==> src/rtl/shift_seq.sv <==
// Multi-cycle sequencer for the one-position shift unit.
// It performs an N-position rotate, or a single pass, by looping the shifter output back into tmp.
module shift_seq #(
  parameter int WIDTH = 8
) (
  input  logic             clk,
  input  logic             rst,
  input  logic             start,
  input  logic [1:0]       op,
  input  logic [2:0]       count,
  input  logic [WIDTH-1:0] bus_in,
  output logic [WIDTH-1:0] sh_a,
  input  logic [WIDTH-1:0] sh_w,
  input  logic             sh_cf,
  output logic             fbus,
  output logic             flbus,
  output logic             frbus,
  output logic [WIDTH-1:0] result,
  output logic             cf,
  output logic             busy,
  output logic             done
);

  typedef enum logic [1:0] {IDLE, PASS, SHIFT, DONE} state_t;

  state_t           state;
  logic [WIDTH-1:0] tmp;
  logic [1:0]       op_reg;
  logic [2:0]       cnt;

  assign sh_a = tmp;

  // The shifter controls are registered alongside the state so they never glitch.
  always_ff @(posedge clk or negedge rst) begin
    if (!rst) begin
      state  <= IDLE;
      tmp    <= '0;
      op_reg <= 2'b00;
      cnt    <= 3'd0;
      result <= '0;
      cf     <= 1'b0;
      busy   <= 1'b0;
      done   <= 1'b0;
      fbus   <= 1'b0;
      flbus  <= 1'b0;
      frbus  <= 1'b0;
    end else begin
      case (state)
        IDLE: begin
          if (start) begin
            tmp    <= bus_in;
            op_reg <= op;
            cnt    <= count;
            busy   <= 1'b1;
            // A zero-distance rotate is treated as a pass so cnt never wraps.
            if (op == 2'b00 || op == 2'b11 || count == 3'd0) begin
              state <= PASS;
              fbus  <= 1'b1;
            end else begin
              state <= SHIFT;
              flbus <= (op == 2'b01);
              frbus <= (op == 2'b10);
            end
          end
        end
        PASS: begin
          tmp    <= sh_w;
          cf     <= sh_cf;
          result <= sh_w;
          fbus   <= 1'b0;
          done   <= 1'b1;
          state  <= DONE;
        end
        SHIFT: begin
          tmp <= sh_w;
          cf  <= sh_cf;
          cnt <= cnt - 3'd1;
          if (cnt == 3'd1) begin
            result <= sh_w;
            flbus  <= 1'b0;
            frbus  <= 1'b0;
            done   <= 1'b1;
            state  <= DONE;
          end else begin
            flbus <= (op_reg == 2'b01);
            frbus <= (op_reg == 2'b10);
          end
        end
        DONE: begin
          done  <= 1'b0;
          busy  <= 1'b0;
          state <= IDLE;
        end
        default: state <= IDLE;
      endcase
    end
  end

endmodule

==> config.mk <==
export PLATFORM = sky130hd
export DESIGN_NAME = shift_seq
export DESIGN_NICKNAME = d
export VERILOG_FILES = /design/src/rtl/shift_seq.sv
export SDC_FILE = /design/constraint.sdc
export NUM_CORES = 1
export LEC_CHECK = 0
export ABC_CLOCK_PERIOD_IN_PS = 4100
export BUFFER_PORTS_ARGS = -buffer_cell sky130_fd_sc_hd__buf_2
export CORE_UTILIZATION = 55
export DETAILED_ROUTE_END_ITERATION = 12
export GPL_TIMING_DRIVEN = 0
export PLACE_DENSITY = 0.84
export SKIP_CTS_REPAIR_TIMING = 1
export SYNTH_ARGS = -nofsm -noshare
export SYNTH_HDL_FRONTEND = slang
export SYNTH_SLANG_ARGS = --single-unit
==> constraint.sdc <==
create_clock -name clk -period 4.1 [get_ports clk]
set_clock_uncertainty 0.1 [all_clocks]
set_input_delay 1.23 -clock clk [delete_from_list [all_inputs] [get_ports clk]]
set_output_delay 1.23 -clock clk [all_outputs]
set_load 0.05 [all_outputs]
# Yosys cells after proc, flatten, opt, wreduce, memory -nomap -nowiden
# Index checks and enable logic that the tools add are counted.
# W data, S select, Z words.
# totals
out_inout_bits,22
input_bits,25
wordCells,71
regBits,29
mem_bits_rw,0
romBits,0
mem_count,0
latch_bits,0
# classes
multipliers,0
n_reduce_logical,21
n_div,0
n_addsub,1
eq_ne,13
bitwise,0
muxes,25
shifts,0
n_lt_le_gt_ge,0
# ops
cell,n
$pmux W8 S2,2
$mux W8,2
$reduce_and A2 Y1,7
$eq A2 B2 Y1 const B,5
$mux W1,10
$reduce_bool A2 Y1,5
$ne A2 B2 Y1 const B,4
$pmux W1 S2,4
$pmux W2 S4,1
$eq A2 B1 Y1 const B,3
$mux W2,3
$pmux W3 S2,1
$reduce_and A3 Y1,2
$logic_not A2 Y1,2
$eq A3 B1 Y1 const B,1
$logic_not A3 Y1,1
$mux W3,1
$pmux W1 S3,1
$reduce_bool A3 Y1,1
$sub A3 B1 Y3 const B,1
$logic_or A1 B1 Y1,2
$reduce_or A2 Y1,1

# Depth between registers and ports, before layout
# depth
word_depth,6
depth_mapped,6
ltp_nobuf,5

# Worst setup path after synthesis
# Ideal clock, no wire load.
# synth_timing
path_kind,input to register
start,input port op[0]
end,register flbus
required_ns,3.875
stages,4
n_path_buf,0
slack_ns,1.646
arrival_ns,2.229
cell_sequence,inv_1 > ha_1 > o32ai_2 > mux2_2
# synth_via
elab_chain_len,5
# synth_lines
element,line,text
start: declaration,9,"input logic [1:0] op,"
$eq A2 B2 Y1 or $logic_not A2 Y1 (tied branches),56,if (op == 2'b00 || op == 2'b11 || count == 3'd0) begin
$logic_or A1 B1 Y1 (2 in a row),56,
$ne A2 B2 Y1 (no line),n/a,
$reduce_and A3 Y1 (no line),n/a,
end signal: assignment,61,flbus <= (op == 2'b01);
end signal: assignment,85,flbus <= (op_reg == 2'b01);
end: declaration,16,"output logic flbus,"
# Parallel ways exist; a longest one is shown, timed or not. The select of a mux whose other input is x is not followed.
# A chain may end at the register's enable or synchronous reset.

# Worst setup path in the final report
# layout_timing
start,"register tmp[1], in the netlist sh_a[1]"
end,output port sh_a[1]
# layout_rtl
element,line,text
start: declaration,27,logic [WIDTH-1:0] tmp;
start signal: assignment,51,tmp <= bus_in;
start signal: assignment,67,tmp <= sh_w;
start signal: assignment,75,tmp <= sh_w;
end: declaration,12,"output logic [WIDTH-1:0] sh_a,"
# No word-level cell between the ends.

==> flow_summary.ini <==
[logic_synthesis]
synth_area_per_cell_um2 = 10.58
ys_seq_area_share_pct = 46.03
yosys-top-cells-area = dfrtp_1 (46%), mux2_2 (8.6%), ha_1 (7.1%), a221o_1 (5.1%), a21oi_1 (4.1%)
synth_top_area_cell = dfrtp_1
syn_nets = 183
synthCells = 149
yosysUniqueCellTypes = 33
ys_seq_elements = 29
ys_warn_count = 0
syn_area_um2 = 1577
synth_top_area_share_pct = 46.03

[finish]
fin_nets = 236
fillers = 203
mostFrequentLayoutCell = buf_2
stdcell_count = 234
syn_to_final_growth_pct = 22.46
multi_input_area_um2 = 775.7
final_cell_mix = buf_2 (52), dfrtp_1 (29), a21oi_1 (13)
regArea_um2 = 725.7
antenna_cells = 0
drive_gt1_share_pct = 36.95
fin_util_pct = 70.62

[route]
vias_per_cell = 5.833
wirelength_mm = 3.750
ant_nets = 0
first_pass_iters = 4
drc = 0
vias = 1365
drtIter0Drc = 75
post_drt_wl_per_cell_um = 16.03

[critical_path]
cp-end-kind = output port
cpPeakStageDelay_ns = 0.39
path_class = reg -> out
crit_slowest_cell = dfrtp_1
r2r_cells = 6
rr_endpoint = sh_a[1]
reg2reg_setup_slack_ns = 2.21
path_cells = buf_2
timing.rr.start = state[0]
critical_path_required_ns = 2.77
critical_path.max_fanout = 3
worst_ep_arrival_time_ns = 1.00
cp.buffers_inverters = 1
crit_path_start_kind = register
critPathTopFamily = flip-flops

[hold_path]
whs_path_depth = 1
hold_end = result[4]
min_path_type = reg -> reg
hold_start = result[4]

[cts]
cts_sinks = 29
ctsHtreeMaxLevel = 2
cts_tree = done
path_clk_slew_ns = 0.09
clockBufferDepth = 2
numCtsBuffers = 5
root_buffer = clkbuf_4
insertion_delay_ns = 0.33

[sta]
fin_setup_tns_ns = 0
fmax_ghz = 0.4297
setup_viol = 0
grt_setup_unrepaired = false
worst_slew_pin_slew_ns = 0.6594
min_period_ns = 2.327
relSlewSlack_pct = 56.04
hold_viol = 0
finalMaxSlewViolations = 0
post-route-period-util_pct = 56.77

[grt]
grt_pass1_wl_mm = 6.244
antenna_found_initial = 0
grt_start_max_net_pins = 30
grt.total_usage_pct = 26.63
grt_overflow = 0
grt_pass1_vias = 1358

[floorplan]
ios = 47
rows = 19
start_util_pct = 57.67
core-area_um2 = 2734
fp.dieArea_um2 = 3085
die_w_um = 55.54
die_h_um = 55.54

[placed_design]
gp_congestion = 0.8294
dp_cells = 226
dp_hpwl_mm = 2.742
io_buffer_count = 46

[status]
status = complete, no violations

[job]
drv_cap = 0
==> metal layers <==
layer,wire length (µm),global-route usage [%],up-vias
met5,0,0,-
met1,1577,31.27,659
li1,-,-,647
met3,188,5.621,13
met4,112,13.93,0
met2,1871,45.61,46
==> worst max-delay path by stage <==
stage	start	endpoint	slack [ns]	cells after the start
after floorplan	op[0]	flbus	1.65	4
after global placement	op[0]	flbus	1.49	5
after detailed placement	op[0]	flbus	1.45	5
after CTS	sh_a[5]	sh_a[5]	1.77	1
after global routing	sh_a[5]	sh_a[5]	1.71	1
final	sh_a[1]	sh_a[1]	1.77	1
==> final cells by class <==
cell class / count / share of cell area [%]
Clock inverter: 1 / 1.555
Inverter: 11 / 2.139
Buffer: 7 / 1.750
Timing Repair Buffer: 46 / 11.92
Sequential cell: 29 / 37.59
Tap cell: 31 / 2.009
Clock buffer: 7 / 2.852
Multi-Input combinational cell: 102 / 40.18
==> worst register-to-register path: stages, from the launching register on <==
cell and delay (ns):
dfrtp_1 0.42, inv_1 0.12, ha_1 0.30, nand2b_1 0.18, and2_1 0.19, buf_2 0.16
a221o_1 0.32
==> synth_stat cells (all sizes together) <==
library cell and number:
nand3 9, mux2i 3, a31oi 3, a221o 8, a211oi 1, o22ai 1
o221ai 1, o22a 1, nor2 4, a21oi 13, nor2b 3, o32ai 2
ha 9, nand2 7, clkbuf 1, and2b 1, or2 1, nand2b 10
inv 11, a32o 1, and2 1, o211ai 1, o311a 1, dfrtp 29
buf 6, mux2 12, o21ai 4, or3 2, nor3 3
==> per-stage QoR <==
step	hold WS [ns]	instance area, µm²	worst slack [ns]
2_1_floorplan	0.3718	1577	1.646
3_3_place_gp	0.3826	1846	1.487
3_5_place_dp	0.3873	1846	1.452
4_1_cts	0.4077	1931	1.768
5_1_grt	0.4161	1931	1.708
6_report	0.4098	1931	1.773
==> logic make-up (layout without fill, tap and decap cells) <==
kind of cell | count (synthesis) | in the layout | synth area share, %
AO/OA/AOI/OAI | 37 | 37 | 16.98
adder cells (fa/ha/maj) | 9 | 9 | 7.143
buffers and inverters | 18 | 72 | 4.762
flip-flops | 29 | 29 | 46.03
multiplexers | 15 | 15 | 11.27
AND/OR/NAND/NOR | 41 | 41 | 13.81
Power is left out: the tool's default activity adds up to more than one toggle a clock period on the data nets, which glitch-free logic cannot reach.
